[config.mk]
export PLATFORM = sky130hd
export DESIGN_NAME = img_window_sched
export DESIGN_NICKNAME = d
export VERILOG_FILES = /design/src/rtl/img_sched_pkg.sv /design/src/rtl/win_addr_gen.sv /design/src/rtl/img_window_sched.sv
export SDC_FILE = /design/constraint.sdc
export NUM_CORES = 1
export LEC_CHECK = 0
export ABC_AREA = 1
export CAP_MARGIN = 10
export CORE_UTILIZATION = 38
export CTS_CLUSTER_SIZE = 20
export DETAILED_ROUTE_END_ITERATION = 6
export SYNTH_ARGS = -nofsm -noshare
export SYNTH_HDL_FRONTEND = slang
export SYNTH_HIERARCHICAL = 1
export SYNTH_SLANG_ARGS = --single-unit
[constraint.sdc]
create_clock -name clk -period 4.1 [get_ports clk]
set_input_delay 1.23 -clock clk [delete_from_list [all_inputs] [get_ports clk]]
set_output_delay 1.23 -clock clk [all_outputs]
set_load 0.005 [all_outputs]
[src/rtl/img_sched_pkg.sv]
// rtl/img_sched_pkg.sv - shared constants and FSM state encoding for img_window_sched
// Ports: none (package).
// Default geometry plus the values derived from it. Modules take their own
// parameters and derive locally, so non-default builds stay consistent.
package img_sched_pkg;

  localparam int IMG_W_DEF         = 14;
  localparam int IMG_H_DEF         = 14;
  localparam int K_DEF             = 3;
  localparam int LOAD_ADDR_LEN_DEF = 7;

  localparam int OUT_W  = IMG_W_DEF - K_DEF + 1;
  localparam int OUT_H  = IMG_H_DEF - K_DEF + 1;
  localparam int TAPS   = K_DEF * K_DEF;
  localparam int ADDR_W = LOAD_ADDR_LEN_DEF + 1;

  typedef enum logic [1:0] {
    IDLE  = 2'd0,
    RUN   = 2'd1,
    FLUSH = 2'd2,
    DONE  = 2'd3
  } state_t;

endpackage

[src/rtl/win_addr_gen.sv]
// rtl/win_addr_gen.sv - nested window counters and port-1 read address generator
// Ports:
//   clk, rst         clock, synchronous active-high reset
//   advance          step to the next tap (one issue)
//   addr1            port-1 address for the current tap
//   tap              tap index kr*K+kc of the current tap
//   r, c             output row / even output column of the current tap
//   last             current tap is the final one of the pass
module win_addr_gen
  import img_sched_pkg::*;
#(
  parameter int IMG_W  = IMG_W_DEF,
  parameter int IMG_H  = IMG_H_DEF,
  parameter int K      = K_DEF,
  parameter int ADDR_W = LOAD_ADDR_LEN_DEF + 1
) (
  input  logic              clk,
  input  logic              rst,
  input  logic              advance,
  output logic [ADDR_W-1:0] addr1,
  output logic [3:0]        tap,
  output logic [3:0]        r,
  output logic [3:0]        c,
  output logic              last
);

  localparam int NCOL = IMG_W - K + 1;
  localparam int NROW = IMG_H - K + 1;

  localparam logic [3:0]        K_MAX    = 4'(K - 1);
  localparam logic [3:0]        TAP_MAX  = 4'(K * K - 1);
  localparam logic [3:0]        C_MAX    = 4'(NCOL - 2);
  localparam logic [3:0]        R_MAX    = 4'(NROW - 1);
  localparam logic [ADDR_W-1:0] ROW_STEP = ADDR_W'(IMG_W);

  logic [3:0]        kc;
  logic [3:0]        kr;
  // row_base = r*IMG_W and kr_off = kr*IMG_W, kept as running sums
  logic [ADDR_W-1:0] row_base;
  logic [ADDR_W-1:0] kr_off;

  always_ff @(posedge clk) begin
    if (rst) begin
      kc       <= '0;
      kr       <= '0;
      c        <= '0;
      r        <= '0;
      tap      <= '0;
      row_base <= '0;
      kr_off   <= '0;
    end else if (advance) begin
      tap <= (tap == TAP_MAX) ? 4'd0 : tap + 4'd1;
      if (kc != K_MAX) begin
        kc <= kc + 4'd1;
      end else begin
        kc <= '0;
        if (kr != K_MAX) begin
          kr     <= kr + 4'd1;
          kr_off <= kr_off + ROW_STEP;
        end else begin
          kr     <= '0;
          kr_off <= '0;
          if (c != C_MAX) begin
            c <= c + 4'd2;
          end else begin
            c <= '0;
            // wraps to zero after the last tap so the next pass starts clean
            if (r != R_MAX) begin
              r        <= r + 4'd1;
              row_base <= row_base + ROW_STEP;
            end else begin
              r        <= '0;
              row_base <= '0;
            end
          end
        end
      end
    end
  end

  assign addr1 = row_base + kr_off + ADDR_W'(c) + ADDR_W'(kc);
  assign last  = (r == R_MAX) && (c == C_MAX) && (kr == K_MAX) && (kc == K_MAX);

endmodule

[src/rtl/img_window_sched.sv]
// rtl/img_window_sched.sv - KxK window read scheduler for the 16-channel image bank
// Ports:
//   clk, rst              clock, synchronous active-high reset
//   start                 begin one channel-image pass (honoured in IDLE only)
//   stall                 downstream back-pressure, freezes issue
//   mem_load              read enable to the memory bank
//   addr1, addr2          read addresses for output columns c and c+1
//   tap_valid             memory outputs carry a valid tap this cycle
//   tap_idx, tap_last     tap index of the valid data / final tap of the pair
//   out_row, out_col      output row and even output column of the valid data
//   busy, done            pass in progress / one-cycle completion pulse
module img_window_sched
  import img_sched_pkg::*;
#(
  parameter int IMG_W         = IMG_W_DEF,
  parameter int IMG_H         = IMG_H_DEF,
  parameter int K             = K_DEF,
  parameter int LOAD_ADDR_LEN = LOAD_ADDR_LEN_DEF
) (
  input  logic                   clk,
  input  logic                   rst,
  input  logic                   start,
  input  logic                   stall,
  output logic                   mem_load,
  output logic [LOAD_ADDR_LEN:0] addr1,
  output logic [LOAD_ADDR_LEN:0] addr2,
  output logic                   tap_valid,
  output logic [3:0]             tap_idx,
  output logic                   tap_last,
  output logic [3:0]             out_row,
  output logic [3:0]             out_col,
  output logic                   busy,
  output logic                   done
);

  localparam int         AW      = LOAD_ADDR_LEN + 1;
  localparam logic [3:0] TAP_MAX = 4'(K * K - 1);

  state_t     state, state_nxt;
  logic       issue;
  logic       last;
  logic [3:0] tap;
  logic [3:0] r;
  logic [3:0] c;

  win_addr_gen #(
    .IMG_W  (IMG_W),
    .IMG_H  (IMG_H),
    .K      (K),
    .ADDR_W (AW)
  ) u_gen (
    .clk     (clk),
    .rst     (rst),
    .advance (issue),
    .addr1   (addr1),
    .tap     (tap),
    .r       (r),
    .c       (c),
    .last    (last)
  );

  assign addr2 = addr1 + AW'(1);

  always_ff @(posedge clk) begin
    if (rst) state <= IDLE;
    else     state <= state_nxt;
  end

  always_comb begin
    state_nxt = state;
    issue     = 1'b0;
    case (state)
      IDLE:    if (start) state_nxt = RUN;
      RUN: begin
        issue = ~stall;
        if (issue && last) state_nxt = FLUSH;
      end
      // FLUSH exists only to present the final tap; stall is irrelevant here
      FLUSH:   state_nxt = DONE;
      DONE:    state_nxt = IDLE;
      default: state_nxt = IDLE;
    endcase
  end

  assign mem_load = issue;
  assign busy     = (state != IDLE);
  assign done     = (state == DONE);

  // One stage behind issue to line up with the memory's read latency.
  // Sideband holds between taps; tap_last is qualified so it never
  // lingers into a cycle without valid data.
  always_ff @(posedge clk) begin
    if (rst) begin
      tap_valid <= 1'b0;
      tap_last  <= 1'b0;
      tap_idx   <= '0;
      out_row   <= '0;
      out_col   <= '0;
    end else begin
      tap_valid <= issue;
      tap_last  <= issue && (tap == TAP_MAX);
      if (issue) begin
        tap_idx <= tap;
        out_row <= r;
        out_col <= c;
      end
    end
  end

endmodule

==> results.py, run 1 <==
metrics = {
    "outcome": {
        "status": "complete, but fails checks",
        "violations": "setup timing",
    },
    "placement": {
        "dp_slack_ns": -0.286,
        "place_hpwl_mm": 4.67,
        "io_buffer_count": 36,
        "place.gp.congestion": 0.759,
        "dpl.cell_count": 553,
    },
    "power_and_ir_drop": {
        "ir_drop_v": 0.000143,
        "power.density_mw_per_mm2": 310,
        "p_total_mw": 1.16,
        "p_leak_nw": 1.72,
    },
    "global_routing": {
        "grt_max_degree": 21,
        "grt_pass1_wl_mm": 10.6,
        "grt_usage_pct": 16.9,
        "antenna_found_initial": 0,
        "grt_pass1_vias": 2391,
        "gr-total-overflow": 0,
    },
    "yosys": {
        "yosys.area_share.simple_pct": 28.9,
        "syn_inst": 403,
        "synthDistinctLibCells": 29,
        "muxShareOfSynthArea_pct": 0,
        "synthXorXnorAreaFrac_pct": 4.22,
        "synth_compound_gate_area_share_pct": 8.66,
        "syn-num-nets": 436,
        "synthAdderAreaFrac_pct": 14.0,
        "yosys_warnings": 6,
        "synth_seq_cells": 49,
        "synth_top_family_by_area": "simple AND/OR/NAND/NOR gates",
        "synth-seq-area-share_pct": 33.8,
        "avgSynthCellArea_um2": 7.21,
        "syn_area_mm2": 0.00290,
    },
    "layout": {
        "nFillCells": 737,
        "antennaDiodeCount": 0,
        "drive_gt1_share_pct": 19.8,
        "final_cells": 568,
        "final_nets": 501,
        "syn2layout_area_growth_pct": 28.5,
    },
    "floorplanning": {
        "rows": 31,
        "die_w_um": 89.4,
        "die_area_mm2": 0.00800,
        "ios": 37,
        "core_region_area_mm2": 0.00733,
        "initial_core_util_pct": 39.6,
        "die_y_um": 89.4,
    },
    "clock_network": {
        "root_buffer": "clkbuf_8",
        "cts_tree": "yes",
        "clock_latency_ns": 0.30,
        "clockBufferDepth": 2,
        "cts.clk_slew.worst_paths_ns": 0.09,
        "clock-sinks": 49,
        "cts_buffers": 5,
        "h-tree-depth": 2,
        "holdBufCountCts": 0,
    },
    "sta": {
        "min_period_ns": 4.20,
        "skew_ns": 0.0121,
        "hold_viol": 0,
        "rsz0062_at_grt": "true",
        "period_share_pct": 102,
        "setup_slack_ns": -0.101,
        "slew_viol_final": 0,
        "finalSetupTns_ns": -0.174,
        "max_freq_mhz": 238,
        "finalSetupViolations": 3,
    },
    "worst_setup_path": {
        "worstReg2RegEnd": "u_gen/c[2]",
        "crit_type": "flip-flop to output pin",
        "critPathLaunch": "u_gen/row_base[3]",
        "worstPathRequired_ns": 2.87,
        "endpoint": "addr2[6]",
        "worstSetupEndpointType": "output pin",
        "startpoint_type": "flip-flop",
        "critical_path_arrival_ns": 2.97,
        "r2r_cells": 11,
        "r2r_slack_ns": 1.93,
        "cp_max_fo": 3,
        "worstReg2RegStart": "state[1]",
    },
    "routing": {
        "post-route-drc-count": 0,
        "post_drt_wl_per_cell_um": 11.1,
        "vias": 2618,
        "drt_iter0_markers": 63,
        "dr.pass1.iters": 4,
        "ant_nets": 0,
        "drt_wl_total_mm": 6.29,
        "via_per_inst": 4.61,
    },
    "job": {
        "maxCapViolations": 0,
    },
    "worst_hold_path": {
        "hold_class": "flip-flop to flip-flop",
    },
}
==> how the worst min path moves through the flow <==
| stage | from | endpoint | slack (ns) | cells after the start |
|---|---|---|---|---|
| global route | u_gen/row_base[1] | u_gen/row_base[1] | 0.49 | 2 |
| global placement | u_gen/kr_off[1] | u_gen/kr_off[1] | 0.45 | 2 |
| finish | u_gen/row_base[1] | u_gen/row_base[1] | 0.47 | 2 |
| CTS | u_gen/row_base[1] | u_gen/row_base[1] | 0.47 | 2 |
| floorplan | u_gen/kr_off[1] | u_gen/kr_off[1] | 0.44 | 2 |
| detailed placement | u_gen/row_base[1] | u_gen/row_base[1] | 0.46 | 2 |
==> cells by family after synthesis <==
group	Yosys count
compound gates	49
xor+xnor	14
fa+ha+maj	29
buf+inv	69
flops	49
other cells	2
simple gates	191
==> report_power, final <==
part           switching [mW]  internal (mW)  leakage (nW)
Clock                   0.162          0.137        0.0512
Combinational           0.148          0.153          1.27
Sequential             0.0359          0.520         0.400
Total                   0.346          0.810          1.72
==> area by class of cell <==
class	instances	area, um^2	area share [%]
Clock buffer	6	82.6	2.21
Clock inverter	2	13.8	0.369
Inverter	60	225	6.03
Multi-Input combinational cell	285	1730	46.4
Sequential cell	49	990	26.5
Tap cell	99	124	3.32
Timing Repair Buffer	67	566	15.2
==> critical path: stages (launching register included) <==
cell	delay, ns
dfxtp_2	0.34
inv_2	0.04
fa_1	0.50
fa_1	0.53
inv_2	0.05
ha_4	0.27
a21oi_4	0.07
o21bai_4	0.17
xor2_2	0.17
buf_4	0.15
buf_6	0.09
nand4_1	0.09
nand2_1	0.10
buf_2	0.11
==> Yosys cell counts <==
cell	instances	area share, %
clkbuf_2	2	0.34
or2_2	2	0.43
inv_2	3	0.39
xor2_1	10	3.0
a21oi_1	23	4.0
o31ai_1	1	0.26
buf_2	2	0.34
nor3_1	6	1.0
buf_4	2	0.52
o21ai_0	23	4.0
nor2_4	4	1.6
conb_1	2	0.26
nand3_4	1	0.60
inv_1	57	7.4
buf_6	3	1.2
fa_1	6	4.1
nor2_1	65	8.4
a31oi_1	1	0.22
nand2_1	77	10
nand2_2	3	0.65
o21bai_1	1	0.26
dfxtp_1	49	34
nor2_2	3	0.65
nand3b_1	1	0.26
nand4_1	4	0.86
nand2_4	1	0.39
xnor2_1	4	1.2
nand3_1	24	4.1
ha_1	23	9.9
==> per-layer routing <==
metal / GRT usage (%) / part of all wire (%) / wire [um] / vias up
met5: 0 / 0 / 0 / -
met4: 3.03 / 0.87 / 55 / 0
met3: 3.05 / 1.7 / 107 / 6
met2: 30.5 / 48 / 3050 / 26
met1: 21.3 / 49 / 3080 / 1198
li1: - / - / - / 1388
==> stage by stage <==
step                      hold WS, ns  cell area (um^2)  utilization [%]
after global placement          0.449              3500             47.7
final                           0.474              3730             50.9
after floorplan                 0.441              2900                -
after detailed placement        0.460              3500             47.7
after CTS                       0.474              3700             50.4
after global routing            0.494              3730             50.9
==> state kept, by name, indices dropped and copies added, names as in the netlist <==
signal,flops
u_gen/c,3
state,2
u_gen/kr,4
tap_idx,4
u_gen/tap,4
u_gen/row_base,7
tap_last,1
u_gen/kc,4
out_col,4
out_row,4
tap_valid,1
u_gen/r,4
u_gen/kr_off,7
==> cells in the final DEF, fill, tap and decap left out, types with 4 or more instances in the layout <==
cell type,netlist,final
buf_4,2,28
o21ai_0,23,23
a21oi_1,23,22
nand4_1,4,4
nor3_1,6,6
fa_1,6,6
nand2_1,77,69
xor2_1,10,7
clkdlybuf4s50_1,0,25
dfxtp_1,49,42
clkbuf_2,2,4
nor2_1,65,65
buf_2,2,4
ha_1,23,21
dfxtp_2,0,7
nand3_1,24,23
inv_1,57,52
nand2_2,3,11
clkbuf_8,0,6
inv_2,3,8
nor2_4,4,4
==> timing repair <==
action / 4_1_cts / 5_1_grt
pin swaps: 17 / 16
setup buffers: 7 / 1
setup endpoints to repair: 11 / 10
gates cloned: 0 / 0
gates resized for setup: 44 / 23
No activity file was read; power rests on OpenSTA's default activity.
==> run 2: changes to the inputs <==
Clock period 4.1 ns to 5 ns, I/O delays scaled along.
==> run 2 against run 1 <==
Effect of this change:
- critical path depth shrank 2
- clock power down 4%
- count of clock-buffer cells in the layout unchanged
- non-clock buffer count down 25
- the flow now finishes without violations
==> results.py, run 2 (synthesis results as in run 1) <==
metrics = {
    "clock_network": {
        "cts.clk_slew.worst_paths_ns": 0.09,
        "cts_buffers": 5,
        "root_buffer": "clkbuf_8",
        "h-tree-depth": 2,
        "clock-sinks": 49,
        "holdBufCountCts": 0,
        "clock_latency_ns": 0.31,
        "cts_tree": "yes",
        "clockBufferDepth": 2,
    },
    "floorplanning": {
        "ios": 37,
        "core_region_area_mm2": 0.00733,
        "die_area_mm2": 0.00800,
        "die_y_um": 89.4,
        "die_w_um": 89.4,
        "rows": 31,
        "initial_core_util_pct": 39.6,
    },
    "layout": {
        "drive_gt1_share_pct": 9.91,
        "nFillCells": 738,
        "final_cell_mix": "nand2_1 (75), nor2_1 (65), inv_1 (56)",
        "antennaDiodeCount": 0,
        "mostFrequentLayoutCell": "nand2_1",
        "final_cells": 543,
        "top_regs": "u_gen/kr_off x7, u_gen/row_base x7",
        "final_nets": 476,
        "syn2layout_area_growth_pct": 22.1,
        "stdcell_area_mm2": 0.00355,
        "fin_util_pct": 48.4,
    },
    "worst_setup_path": {
        "crit_slowest_cell": "clkdlybuf4s50_1",
        "crit_type": "flip-flop to output pin",
        "max_stage_delay_ns": 0.52,
        "worstPathRequired_ns": 3.50,
        "cpLargestDelayFamily": "adder cells",
        "worst-path-buf-inv": 3,
        "cp_max_fo": 3,
        "critical_path_arrival_ns": 3.32,
        "worstSetupEndpointType": "output pin",
        "startpoint_type": "flip-flop",
        "path_cells": "inv_1, fa_1, fa_1, inv_1, ha_4, a21oi_4, xor2_2, nand2_1, nor2_4, xor2_1, clkdlybuf4s50_1",
    },
    "power_and_ir_drop": {
        "power.density_mw_per_mm2": 279,
        "p_leak_nw": 1.59,
        "ir_drop_v": 0.000115,
        "p_total_uw": 988,
    },
    "sta": {
        "skew_ns": 0.0109,
        "worst_hold_slack_ns": 0.477,
        "period_share_pct": 96.4,
        "tightestPinTransition_ns": 0.573,
        "finalSetupViolations": 0,
        "slew_headroom_pct": 61.7,
        "rsz0062_at_grt": "false",
        "min_period_ns": 4.82,
        "setup_slack_ns": 0.182,
        "hold_viol": 0,
        "max_freq_mhz": 208,
        "slew_viol_final": 0,
        "finalSetupTns_ns": 0,
    },
    "global_routing": {
        "grt_max_degree": 21,
        "busiest_layer": "met2",
        "antenna_found_initial": 0,
        "met3_usage_pct": 3.05,
        "grt_pass1_wl_mm": 10.2,
        "grtUsageMet2_pct": 27.3,
        "gr-total-overflow": 0,
        "grt_pass1_vias": 2284,
        "grt_use_met1_pct": 22.1,
        "grt_usage_pct": 16.5,
    },
    "routing": {
        "dr.pass1.iters": 4,
        "ant_nets": 0,
        "vias": 2572,
        "drt_iter0_markers": 98,
        "post_drt_wl_per_cell_um": 11.3,
        "post-route-drc-count": 0,
        "drt_wl_total_mm": 6.16,
        "via_per_inst": 4.74,
    },
    "outcome": {
        "status": "finished clean",
    },
    "placement": {
        "dpl.cell_count": 532,
        "place_hpwl_mm": 4.62,
        "placed_cell_area_mm2": 0.00334,
        "dp_slack_ns": 0.247,
        "io_buffer_count": 36,
        "place.gp.congestion": 0.793,
    },
    "job": {
        "maxCapViolations": 0,
    },
    "worst_hold_path": {
        "hold_class": "flip-flop to flip-flop",
    },
}
run 2: final timing paths:
kind	slack, ns	from	cells after the start	end
worst max-delay path	0.18	u_gen/kc[3]	11	addr2[5]
worst min-delay path	0.48	u_gen/row_base[1]	2	u_gen/row_base[1]
worst max register to register	2.63	state[1]	10	u_gen/c[2]
worst min register to register	0.48	u_gen/row_base[1]	2	u_gen/row_base[1]
run 2: cell type report:
| class | count | area (um^2) | area share [%] |
|---|---|---|---|
| Clock buffer | 6 | 72.6 | 2.05 |
| Clock inverter | 2 | 38.8 | 1.09 |
| Inverter | 60 | 225 | 6.35 |
| Multi-Input combinational cell | 285 | 1680 | 47.5 |
| Sequential cell | 49 | 991 | 27.9 |
| Tap cell | 99 | 124 | 3.49 |
| Timing Repair Buffer | 42 | 410 | 11.6 |
run 2: power by group:
group	leakage (nW)	switching, mW	internal (mW)	total [mW]
clock network	0.0554	0.137	0.150	0.287
registers	0.400	0.0299	0.426	0.456
logic	1.14	0.121	0.124	0.245
run 2: worst register-to-register path, stage by stage, from the launching register on:
cell	delay, ns
dfxtp_1	0.38
inv_1	0.09
ha_1	0.21
nand2_2	0.22
inv_2	0.06
buf_4	0.22
nand3_4	0.19
nor2_4	0.07
nor2_1	0.40
inv_1	0.27
o21ai_0	0.19
run 2: layer usage:
layer / up-vias / part of all wire, %
li1: 1337 / -
met5: - / 0
met2: 44 / 46
met4: 0 / 0.78
met1: 1183 / 49
met3: 8 / 4.4
run 2: repair_timing:
action	CTS	global route
pin swaps	3	6
buffers inserted	1	2
setup endpoints to repair	3	3
gates resized for setup	6	14
